File: config.mk
export PLATFORM = sky130hd
export DESIGN_NAME = instruction_fetch_stage
export DESIGN_NICKNAME = d
export VERILOG_FILES = /design/src/rtl/cpu_pkg.sv /design/src/rtl/if_id_register.sv /design/src/rtl/instruction_fetch_stage.sv
export SDC_FILE = /design/constraint.sdc
export NUM_CORES = 1
export LEC_CHECK = 0
export BUFFER_PORTS_ARGS = -buffer_cell sky130_fd_sc_hd__buf_4
export CAP_MARGIN = 15
export CORE_MARGIN = 5
export CORE_UTILIZATION = 47
export DETAILED_ROUTE_END_ITERATION = 10
export PLACE_DENSITY = 0.75
export SKIP_CTS_REPAIR_TIMING = 1
export SLEW_MARGIN = 20
export SYNTH_ARGS = -nofsm -noshare
export SYNTH_HDL_FRONTEND = slang
export SYNTH_HIERARCHICAL = 1
export SYNTH_SLANG_ARGS = --single-unit
File: constraint.sdc
create_clock -name i_clk -period 4.2 [get_ports i_clk]
set_clock_uncertainty 0.1 [all_clocks]
set_input_delay 0.63 -clock i_clk [delete_from_list [all_inputs] [get_ports i_clk]]
set_output_delay 0.63 -clock i_clk [all_outputs]
set_load 0.01 [all_outputs]
File: src/rtl/cpu_pkg.sv
// rtl/cpu_pkg.sv - shared constants and IF/ID record for the MIPS pipeline
package cpu_pkg;

    localparam logic [31:0] RESET_PC    = 32'h0000_0000;
    localparam int          IMEM_ADDR_W = 9;
    localparam logic [31:0] NOP_WORD    = 32'h0000_0000;

    typedef struct packed {
        logic [31:0] instruction;
        logic [31:0] pc_plus4;
        logic        valid;
    } if_id_t;

endpackage

File: src/rtl/if_id_register.sv
// rtl/if_id_register.sv - IF/ID pipeline register with flush > stall > fault > load priority
module if_id_register
    import cpu_pkg::*;
#(
    parameter logic [31:0] P_NOP_WORD = NOP_WORD
) (
    input  logic        i_clk,
    input  logic        i_rst_n,
    input  logic        i_flush,
    input  logic        i_stall,
    input  logic        i_fault,
    input  logic [31:0] i_instruction,
    input  logic [31:0] i_pc_plus4,
    output if_id_t      o_if_id,
    output logic        o_load_valid
);

    if_id_t r_if_id;

    assign o_load_valid = !i_flush && !i_stall && !i_fault;
    assign o_if_id      = r_if_id;

    always_ff @(posedge i_clk or negedge i_rst_n) begin
        if (!i_rst_n) begin
            r_if_id.instruction <= P_NOP_WORD;
            r_if_id.pc_plus4    <= 32'h0;
            r_if_id.valid       <= 1'b0;
        end else if (i_flush) begin
            r_if_id.instruction <= P_NOP_WORD;
            r_if_id.pc_plus4    <= 32'h0;
            r_if_id.valid       <= 1'b0;
        end else if (i_stall) begin
            r_if_id <= r_if_id;
        end else if (i_fault) begin
            // pc_plus4 is left as-is; a bubble's link value is never consumed
            r_if_id.instruction <= P_NOP_WORD;
            r_if_id.valid       <= 1'b0;
        end else begin
            r_if_id.instruction <= i_instruction;
            r_if_id.pc_plus4    <= i_pc_plus4;
            r_if_id.valid       <= 1'b1;
        end
    end

endmodule

File: src/rtl/instruction_fetch_stage.sv
// rtl/instruction_fetch_stage.sv - IF stage: PC, next-PC selection, fault detect and fetch counter
module instruction_fetch_stage
    import cpu_pkg::*;
#(
    parameter logic [31:0] RESET_PC_P    = RESET_PC,
    parameter int          IMEM_ADDR_W_P = IMEM_ADDR_W,
    parameter logic [31:0] NOP_WORD_P    = NOP_WORD
) (
    input  logic                     i_clk,
    input  logic                     i_rst_n,
    input  logic                     i_stall,
    input  logic                     i_flush,
    input  logic                     i_redirect_valid,
    input  logic [31:0]              i_redirect_pc,
    output logic [IMEM_ADDR_W_P-1:0] o_imem_address,
    input  logic [31:0]              i_imem_instruction,
    output logic [31:0]              o_pc,
    output logic [31:0]              o_id_instruction,
    output logic [31:0]              o_id_pc_plus4,
    output logic                     o_id_valid,
    output logic                     o_fetch_fault,
    output logic [31:0]              o_fetch_count
);

    logic [31:0] r_pc;
    logic        r_fetch_fault;
    logic [31:0] r_fetch_count;

    logic [31:0] w_pc_plus4;
    logic        w_pc_fault;
    logic        w_redirect_misaligned;
    logic        w_squash;
    logic        w_load_valid;
    if_id_t      w_if_id;

    assign w_pc_plus4            = r_pc + 32'd4;
    assign w_pc_fault            = (r_pc[1:0] != 2'b00) || (|r_pc[31:IMEM_ADDR_W_P+2]);
    assign w_redirect_misaligned = i_redirect_valid && (i_redirect_pc[1:0] != 2'b00);
    assign w_squash              = i_flush || i_redirect_valid;

    always_ff @(posedge i_clk or negedge i_rst_n) begin
        if (!i_rst_n) begin
            r_pc <= RESET_PC_P;
        end else if (i_redirect_valid) begin
            r_pc <= {i_redirect_pc[31:2], 2'b00};
        end else if (!i_stall) begin
            r_pc <= w_pc_plus4;
        end
    end

    // A misaligned redirect is reported as it lands, since its low bits are dropped
    always_ff @(posedge i_clk or negedge i_rst_n) begin
        if (!i_rst_n) begin
            r_fetch_fault <= 1'b0;
        end else begin
            r_fetch_fault <= w_redirect_misaligned ||
                             (!w_squash && !i_stall && w_pc_fault);
        end
    end

    always_ff @(posedge i_clk or negedge i_rst_n) begin
        if (!i_rst_n) begin
            r_fetch_count <= 32'h0;
        end else if (w_load_valid) begin
            r_fetch_count <= r_fetch_count + 32'd1;
        end
    end

    if_id_register #(
        .P_NOP_WORD(NOP_WORD_P)
    ) u_if_id (
        .i_clk        (i_clk),
        .i_rst_n      (i_rst_n),
        .i_flush      (w_squash),
        .i_stall      (i_stall),
        .i_fault      (w_pc_fault),
        .i_instruction(i_imem_instruction),
        .i_pc_plus4   (w_pc_plus4),
        .o_if_id      (w_if_id),
        .o_load_valid (w_load_valid)
    );

    assign o_imem_address   = r_pc[IMEM_ADDR_W_P+1:2];
    assign o_pc             = r_pc;
    assign o_id_instruction = w_if_id.instruction;
    assign o_id_pc_plus4    = w_if_id.pc_plus4;
    assign o_id_valid       = w_if_id.valid;
    assign o_fetch_fault    = r_fetch_fault;
    assign o_fetch_count    = r_fetch_count;

endmodule

==> results of run 1 <==
cell usage after synthesis, drive strengths merged (3+ instances only):
cell type and number:
nor3 22, o41ai 3, buf 35, xnor2 28, nor4 15, nand3 17
o21ai 50, or2 5, inv 10, o31ai 8, nor2 40, or3b 33
a31oi 14, nand4 21, clkbuf 34, a21oi 33, or4 13, and4 5
xor2 43, dfrtp 128, and3 5, or3 8, nand2 43, a32o 32
final cells by class:
| cell class | count | share of cell area |
|---|---|---|
| clock buffer | 26 | 0.0558 |
| clock inverter | 6 | 0.00670 |
| inverter | 10 | 0.00437 |
| multi-input combinational | 459 | 0.349 |
| sequential | 128 | 0.373 |
| tap | 180 | 0.0262 |
| timing repair buffer | 210 | 0.185 |
power groups by stage:
stage / combinational (mW) / clock, mW / sequential (mW)
3_3_place_gp: 0.301 / 0 / 1.35
2_1_floorplan: 0.159 / 0 / 1.33
5_1_grt: 0.333 / 1.42 / 1.34
4_1_cts: 0.303 / 1.38 / 1.33
6_report: 0.300 / 1.35 / 1.33
3_5_place_dp: 0.302 / 0 / 1.35
state kept, by name (all words and copies together) (netlist names):
signal / cells
o_fetch_fault: 1
u_if_id/o_if_id: 65
o_pc: 30
o_fetch_count: 32
worst paths after layout:
path                                                  from                               to  slack (ns)  depth (start not counted)
max                                   o_pc[17]$_DFFE_PN0N_    o_fetch_count[31]$_DFFE_PN0P_        0.44                         10
min                                                i_rst_n     o_fetch_count[7]$_DFFE_PN0P_        0.14                          1
max reg2reg                           o_pc[17]$_DFFE_PN0N_    o_fetch_count[31]$_DFFE_PN0P_        0.44                         10
min reg2reg                u_if_id/o_if_id[40]$_DFFE_PN0P_  u_if_id/o_if_id[40]$_DFFE_PN0P_        0.39                          1
max in group asynchronous                          i_rst_n  u_if_id/o_if_id[55]$_DFFE_PN0P_        3.12                          2
min in group i_clk                        i_redirect_pc[4]              o_pc[4]$_DFFE_PN0N_        0.33                          3
through the flow:
stage | power, mW | setup WS, ns
2_1_floorplan | 1.49 | 0.752
3_3_place_gp | 1.65 | 0.620
3_5_place_dp | 1.65 | 0.527
4_1_cts | 3.01 | 0.473
5_1_grt | 3.09 | 0.0769
6_report | 2.98 | 0.445
cell usage in the layout (no fill, tap or decap), types with 5 or more instances in the layout:
master	instances
nand2_1	43
a32o_1	32
and3_1	5
a21oi_1	33
and4_1	5
nand4_1	20
o31ai_1	8
or4_1	13
clkbuf_16	17
xnor2_1	28
nor4_1	14
a31oi_1	14
clkbuf_1	7
nand3_1	17
xor2_1	43
dfrtp_1	128
o21ai_0	36
or3b_1	33
o21ai_1	14
nor2_1	39
or3_1	8
nor3_1	22
inv_1	9
buf_4	208
layer usage:
metal	global-route usage	part of all wire	vias up
li1	-	-	2738
met1	0.299	0.42	2741
met2	0.344	0.47	250
met3	0.0685	0.093	30
met4	0.0755	0.019	0
met5	0	0	-
worst register-to-register path, stage by stage (launching register included):
cell	delay (ns)
dfrtp_1	0.50
nor4_1	0.31
nand2_1	0.10
nor3_1	0.31
inv_1	0.09
or2_1	0.25
nor2_1	0.35
nand4_1	0.28
or4_1	0.81
nor4_1	0.40
xor2_1	0.18
logic make-up after synthesis:
logic type | count (synthesis)
multiplexers | 2
AND/OR/NAND/NOR | 235
adder cells (fa/ha/maj) | 2
AO/OA/AOI/OAI | 145
other | 1
flip-flops | 128
buffers and inverters | 79
XOR/XNOR | 71
==> results.json, run 1 <==
{
  "port_buffers": 205,
  "rsz0062_at_grt": "no",
  "syn_area_mm2": 0.00658,
  "cts_buffer_depth": 2,
  "viasPerCell": 5.65,
  "track_usage": 0.222,
  "cts_tree": "built",
  "ios": 208,
  "synth_cell_types": 47,
  "core_mm2": 0.0138,
  "synth-async-reset-ratio": 1.00,
  "cp-end-kind": "register",
  "cts_buffers": 17,
  "clk_latency_ns": 0.41,
  "initial_core_util": 0.476,
  "die_w_um": 128,
  "synthSimpleGateAreaFrac": 0.205,
  "synth_xor_area_frac": 0.0945,
  "worstPathCellList": "nor4_1, nand2_1, nor3_1, inv_1, or2_1, nor2_1, nand4_1, or4_1, nor4_1, xor2_1",
  "rows": 43,
  "critical-path-slowest-cell": "or4_1",
  "period_minus_slack_ns": 3.76,
  "p_int_mw": 2.25,
  "drt-wirelength-per-cell_um": 17.9,
  "yosysSeqAreaShare": 0.487,
  "instances_no_fill": 1019,
  "clock_sinks": 128,
  "crit_top_cell": "nor4_1",
  "synth_flop_cell": "dfrtp_1",
  "grt_max_degree": 74,
  "power_per_cell_area_mw_per_mm2": 347,
  "dp_cells": 987,
  "register_area_mm2": 0.00320,
  "synthCells": 663,
  "swShare": 0.245,
  "p_comb_frac": 0.101,
  "vdd_drop_max_uv": 249,
  "hold_violations": 0,
  "synth_top_family_by_area": "simple AND/OR/NAND/NOR gates",
  "slew_headroom": 0.402,
  "fin_tns_setup_ns": 0,
  "place_hpwl_mm": 13.0,
  "die_y_um": 128,
  "critPathTopFamily": "simple AND/OR/NAND/NOR gates",
  "synth.area.top_cells": "dfrtp_1, xor2_1, a32o_1",
  "drt_wl_total_mm": 18.2,
  "drc": 0,
  "synth_edf_count": 0,
  "hold_class": "primary input to asynchronous set/reset pin",
  "fmax_mhz": 266,
  "drive_gt1_frac": 0.292,
  "drt_first_pass_iters": 6,
  "dieArea_mm2": 0.0165,
  "arrival_ns": 3.98,
  "worst_slew_pin_slew_ns": 0.896,
  "period_share": 0.894,
  "sequentialPowerShare": 0.447,
  "final-setup-viol-count": 0,
  "grt_pass1_wl_mm": 29.4,
  "area_growth_pct": 30.5,
  "h-tree-depth": 4,
  "synth_top_area_cell": "dfrtp_1",
  "design_area_mm2": 0.00859,
  "cp.required_ns": 4.42,
  "place_area_mm2": 0.00805,
  "clk_pin_slew_ns": 0.05,
  "grt_antenna_before_repair": 0,
  "p_switching_mw": 0.731,
  "crit_buf_inv": 1,
  "cp_max_fo": 12,
  "cts_root_buf": "clkbuf_16",
  "ant_nets": 0,
  "power_frac_clock": 0.452,
  "startpoint_type": "register",
  "whs_ns": 0.144,
  "synth_mux_area_frac": 0.00323,
  "diodes": 0,
  "final_util": 0.621,
  "run_status": "complete, no violations",
  "drt_iter0_drc": 340,
  "power.leakage_nw": 3.93,
  "worstSetupPathType": "register to register",
  "synth_top_area_frac": 0.487,
  "max-cap-violations": 0,
  "synthAdderAreaFrac": 0.00380,
  "num_vias": 5759,
  "routabilityCongestion": 0.928,
  "cpPeakStageDelay_ns": 0.81,
  "fill_cells": 1172,
  "postSynthAreaPerCell_um2": 9.93,
  "multi_input_area_mm2": 0.00300,
  "yosys_warnings": 6,
  "grt-ovfl-total": 0,
  "synth_seq_cells": 128,
  "synth-compound-area-share": 0.145,
  "finalNetCount": 897,
  "grt_pass1_vias": 5747,
  "drv_slew": 0
}
(Power assumes the default switching activity.)
==> run 2, diff against run 1 <==
Settings changed: CORE_UTILIZATION 47 to 52, PLACE_DENSITY 0.75 to 0.81, SETUP_SLACK_MARGIN set to 0.15.
==> results.json, run 2 (synthesis gave the netlist of run 1 again) <==
{
  "worstSetupPathType": "register to register",
  "clk_pin_slew_ns": 0.05,
  "slew_headroom": 0.397,
  "drt_wl_total_mm": 18.2,
  "startpoint_type": "register",
  "final-setup-viol-count": 0,
  "routabilityCongestion": 0.906,
  "initial_core_util": 0.526,
  "h-tree-depth": 4,
  "period_minus_slack_ns": 3.74,
  "num_vias": 5866,
  "grt-ovfl-total": 0,
  "cts_buffer_depth": 2,
  "rsz0062_at_grt": "no",
  "arrival_ns": 3.97,
  "final_util": 0.685,
  "fin_ws_ns": 0.461,
  "period_share": 0.890,
  "cp_max_fo": 12,
  "critical-path-slowest-cell": "or4_1",
  "drt_first_pass_iters": 5,
  "hold_violations": 0,
  "power_per_cell_area_mw_per_mm2": 347,
  "crit_top_cell": "nor4_1",
  "register_area_mm2": 0.00320,
  "die_w_um": 123,
  "clock_sinks": 128,
  "crit_buf_inv": 1,
  "vdd_drop_max_uv": 227,
  "ios": 208,
  "grt_pass1_wl_mm": 29.3,
  "place_hpwl_mm": 13.0,
  "fmax_mhz": 267,
  "worst_slew_pin_slew_ns": 0.904,
  "grt_pass1_vias": 5748,
  "max-cap-violations": 0,
  "drt_iter0_drc": 467,
  "layout_common_cells": "buf_4, dfrtp_1, nand2_1, xor2_1, nor2_1",
  "diodes": 0,
  "final_common_cell": "buf_4",
  "grt_antenna_before_repair": 0,
  "die_y_um": 123,
  "run_status": "complete, no violations",
  "cts_root_buf": "clkbuf_16",
  "hold_class": "primary input to asynchronous set/reset pin",
  "drive_gt1_frac": 0.295,
  "fin_tns_setup_ns": 0,
  "ant_nets": 0,
  "multi_input_area_mm2": 0.00300,
  "finalNetCount": 897,
  "drt-wirelength-per-cell_um": 18.1,
  "cp-end-kind": "register",
  "drv_slew": 0,
  "track_usage": 0.245,
  "grt_max_degree": 89,
  "dieArea_mm2": 0.0150,
  "cpPeakStageDelay_ns": 0.80,
  "drc": 0,
  "critPathTopFamily": "simple AND/OR/NAND/NOR gates",
  "port_buffers": 205,
  "fill_cells": 1024,
  "power.leakage_nw": 3.93,
  "core_mm2": 0.0125,
  "rows": 41,
  "cts_buffers": 17,
  "worstPathCellList": "nor4_1, nand2_1, nor3_1, inv_1, or2_1, nor2_1, nand4_1, or4_1, nor4_1, xor2_1",
  "largest_register_ffs": 65,
  "clk_latency_ns": 0.41,
  "cp.required_ns": 4.43,
  "cts_tree": "built",
  "area_growth_pct": 30.2,
  "post-place-ws_ns": 0.521,
  "viasPerCell": 5.82
}
-- run 2: cell type report --
type                       instances  area share
multi-input combinational        459       0.350
timing repair buffer             210       0.184
inverter                          10     0.00438
clock inverter                     7     0.00730
clock buffer                      22      0.0553
tap                              172      0.0251
sequential                       128       0.374
-- run 2: per-layer routing --
metal / track usage / wire (um) / up-vias
met4: 0.0714 / 295 / 0
met5: 0 / 0 / -
li1: - / - / 2735
met1: 0.333 / 7560 / 2815
met3: 0.0682 / 1670 / 21
met2: 0.388 / 8720 / 295
-- run 2: metrics by stage --
| stage | cells | area (um^2) | hold WS, ns | power [mW] |
|---|---|---|---|---|
| after floorplan | 666 | 6600 | 0.234 | 1.49 |
| after global placement | 979 | 8020 | 0.358 | 1.65 |
| after detailed placement | 979 | 8030 | 0.363 | 1.65 |
| after CTS | 1008 | 8570 | 0.314 | 2.99 |
| after global routing | 1008 | 8570 | 0.232 | 3.08 |
| final | 1008 | 8570 | 0.180 | 2.97 |
-- run 2: worst paths after layout --
check	start	to	slack (ns)	cells after the start
max reg2reg	o_pc[17]$_DFFE_PN0N_	o_fetch_count[31]$_DFFE_PN0P_	0.46	10
min in group i_clk	i_redirect_pc[6]	o_pc[6]$_DFFE_PN0N_	0.33	3
min reg2reg	o_fetch_count[31]$_DFFE_PN0P_	o_fetch_count[31]$_DFFE_PN0P_	0.37	1
max	o_pc[17]$_DFFE_PN0N_	o_fetch_count[31]$_DFFE_PN0P_	0.46	10
min	i_rst_n	o_fetch_count[24]$_DFFE_PN0P_	0.18	1
max in group asynchronous	i_rst_n	o_pc[25]$_DFFE_PN0N_	2.97	2
-- run 2: report_power, final --
group,leakage [nW],switching (mW),internal [mW]
clock,0.267,0.495,0.844
sequential,1.70,0.0691,1.26
combinational,1.97,0.157,0.144
total,3.93,0.721,2.25
==> run 3, diff against run 2 <==
Settings changed: CORE_UTILIZATION 52 to 40, PLACE_DENSITY 0.81 to 0.65.
==> results.json, run 3 (synthesis gave the netlist of run 1 again) <==
{
  "instances_no_fill": 1060,
  "startpoint_type": "register",
  "dp_cells": 1029,
  "die_y_um": 138,
  "clk_latency_ns": 0.42,
  "cts_tree": "built",
  "worstSetupPathType": "register to register",
  "use_met1": 0.264,
  "fin_tns_setup_ns": 0,
  "design_area_mm2": 0.00871,
  "port_buffers": 205,
  "cp.required_ns": 4.43,
  "power.leakage_nw": 3.97,
  "drt-wirelength-per-cell_um": 17.9,
  "run_status": "complete, no violations",
  "track_usage": 0.194,
  "final_common_cell": "buf_4",
  "rsz0062_at_grt": "no",
  "area_growth_pct": 32.4,
  "cts_buffer_depth": 2,
  "worst_slew_pin_slew_ns": 0.933,
  "slew_headroom": 0.377,
  "h-tree-depth": 4,
  "layout_common_cells": "buf_4, dfrtp_1, nand2_1, xor2_1, nor2_1",
  "viasPerCell": 5.39,
  "final-setup-viol-count": 0,
  "vdd_drop_max_uv": 272,
  "arrival_ns": 3.82,
  "grt_util_met2": 0.293,
  "multi_input_area_mm2": 0.00299,
  "period_minus_slack_ns": 3.58,
  "drt_iter0_drc": 393,
  "finalNetCount": 899,
  "clk_pin_slew_ns": 0.06,
  "cp_max_fo": 12,
  "dieArea_mm2": 0.0191,
  "fill_cells": 1525,
  "die_w_um": 138,
  "register_area_mm2": 0.00320,
  "power_per_cell_area_mw_per_mm2": 363,
  "hold_violations": 0,
  "grt_util_met3": 0.0635,
  "place_hpwl_mm": 13.6,
  "clock_sinks": 128,
  "diodes": 0,
  "rows": 47,
  "hold_class": "primary input to asynchronous set/reset pin",
  "final_util": 0.533,
  "ios": 208,
  "max-cap-violations": 0,
  "drc": 0,
  "grt_pass1_vias": 5639,
  "drt_wl_total_mm": 19.0,
  "initial_core_util": 0.403,
  "drv_slew": 0,
  "period_share": 0.853,
  "drive_gt1_frac": 0.298,
  "routabilityCongestion": 0.921,
  "grt-ovfl-total": 0,
  "largest_register_ffs": 65,
  "num_vias": 5718,
  "grt_max_degree": 78,
  "cp-end-kind": "register",
  "drt_first_pass_iters": 5,
  "cts_buffers": 17,
  "grt_pass1_wl_mm": 30.6,
  "cts_root_buf": "clkbuf_16",
  "grt_antenna_before_repair": 0,
  "grt-busiest-layer": "met2",
  "core_mm2": 0.0163,
  "place_area_mm2": 0.00810,
  "fmax_mhz": 279,
  "ant_nets": 0
}
[run 3: final timing paths]
| kind | end | slack [ns] | depth (start not counted) | start |
|---|---|---|---|---|
| setup reg to reg | o_fetch_count[31]$_DFFE_PN0P_ | 0.62 | 10 | o_pc[17]$_DFFE_PN0N_ |
| hold reg to reg | o_fetch_count[31]$_DFFE_PN0P_ | 0.37 | 1 | o_fetch_count[31]$_DFFE_PN0P_ |
| hold / removal | o_fetch_count[28]$_DFFE_PN0P_ | 0.14 | 1 | i_rst_n |
| min in group i_clk | o_pc[10]$_DFFE_PN0N_ | 0.32 | 3 | i_redirect_pc[10] |
| setup / recovery | o_fetch_count[31]$_DFFE_PN0P_ | 0.62 | 10 | o_pc[17]$_DFFE_PN0N_ |
| max in group asynchronous | u_if_id/o_if_id[24]$_DFFE_PN0P_ | 2.98 | 2 | i_rst_n |
[run 3: critical path: stages (launching register included)]
cell and delay (ns):
dfrtp_1 0.49, nor4_1 0.30, nand2_1 0.10, nor3_1 0.30, inv_1 0.09, or2_1 0.26
nor2_1 0.36, nand4_1 0.28, or4_4 0.68, nor4_1 0.36, xor2_1 0.18
[run 3: layout make-up]
| type | instances | share of cell area |
|---|---|---|
| tap | 220 | 0.0316 |
| clock inverter | 5 | 0.0115 |
| sequential | 128 | 0.368 |
| multi-input combinational | 459 | 0.344 |
| inverter | 10 | 0.00431 |
| timing repair buffer | 212 | 0.183 |
| clock buffer | 26 | 0.0584 |
[run 3: through the flow]
step	setup slack, ns	hold WS (ns)	power [mW]
finish	0.618	0.137	3.16
floorplan	0.752	0.234	1.49
detailed placement	0.484	0.367	1.65
CTS	0.460	0.299	3.19
global placement	0.637	0.359	1.65
global route	0.308	0.192	3.28
[run 3: where the power goes]
group          internal [mW]  switching, mW  leakage [nW]
Sequential              1.26         0.0692          1.70
Clock                   1.01          0.519         0.300
Combinational          0.144          0.158          1.97
Total                   2.41          0.746          3.97
[run 3: routing by layer]
layer | vias up | share of wire
li1 | 2737 | -
met1 | 2732 | 0.45
met2 | 215 | 0.46
met3 | 34 | 0.068
met4 | 0 | 0.022
met5 | - | 0
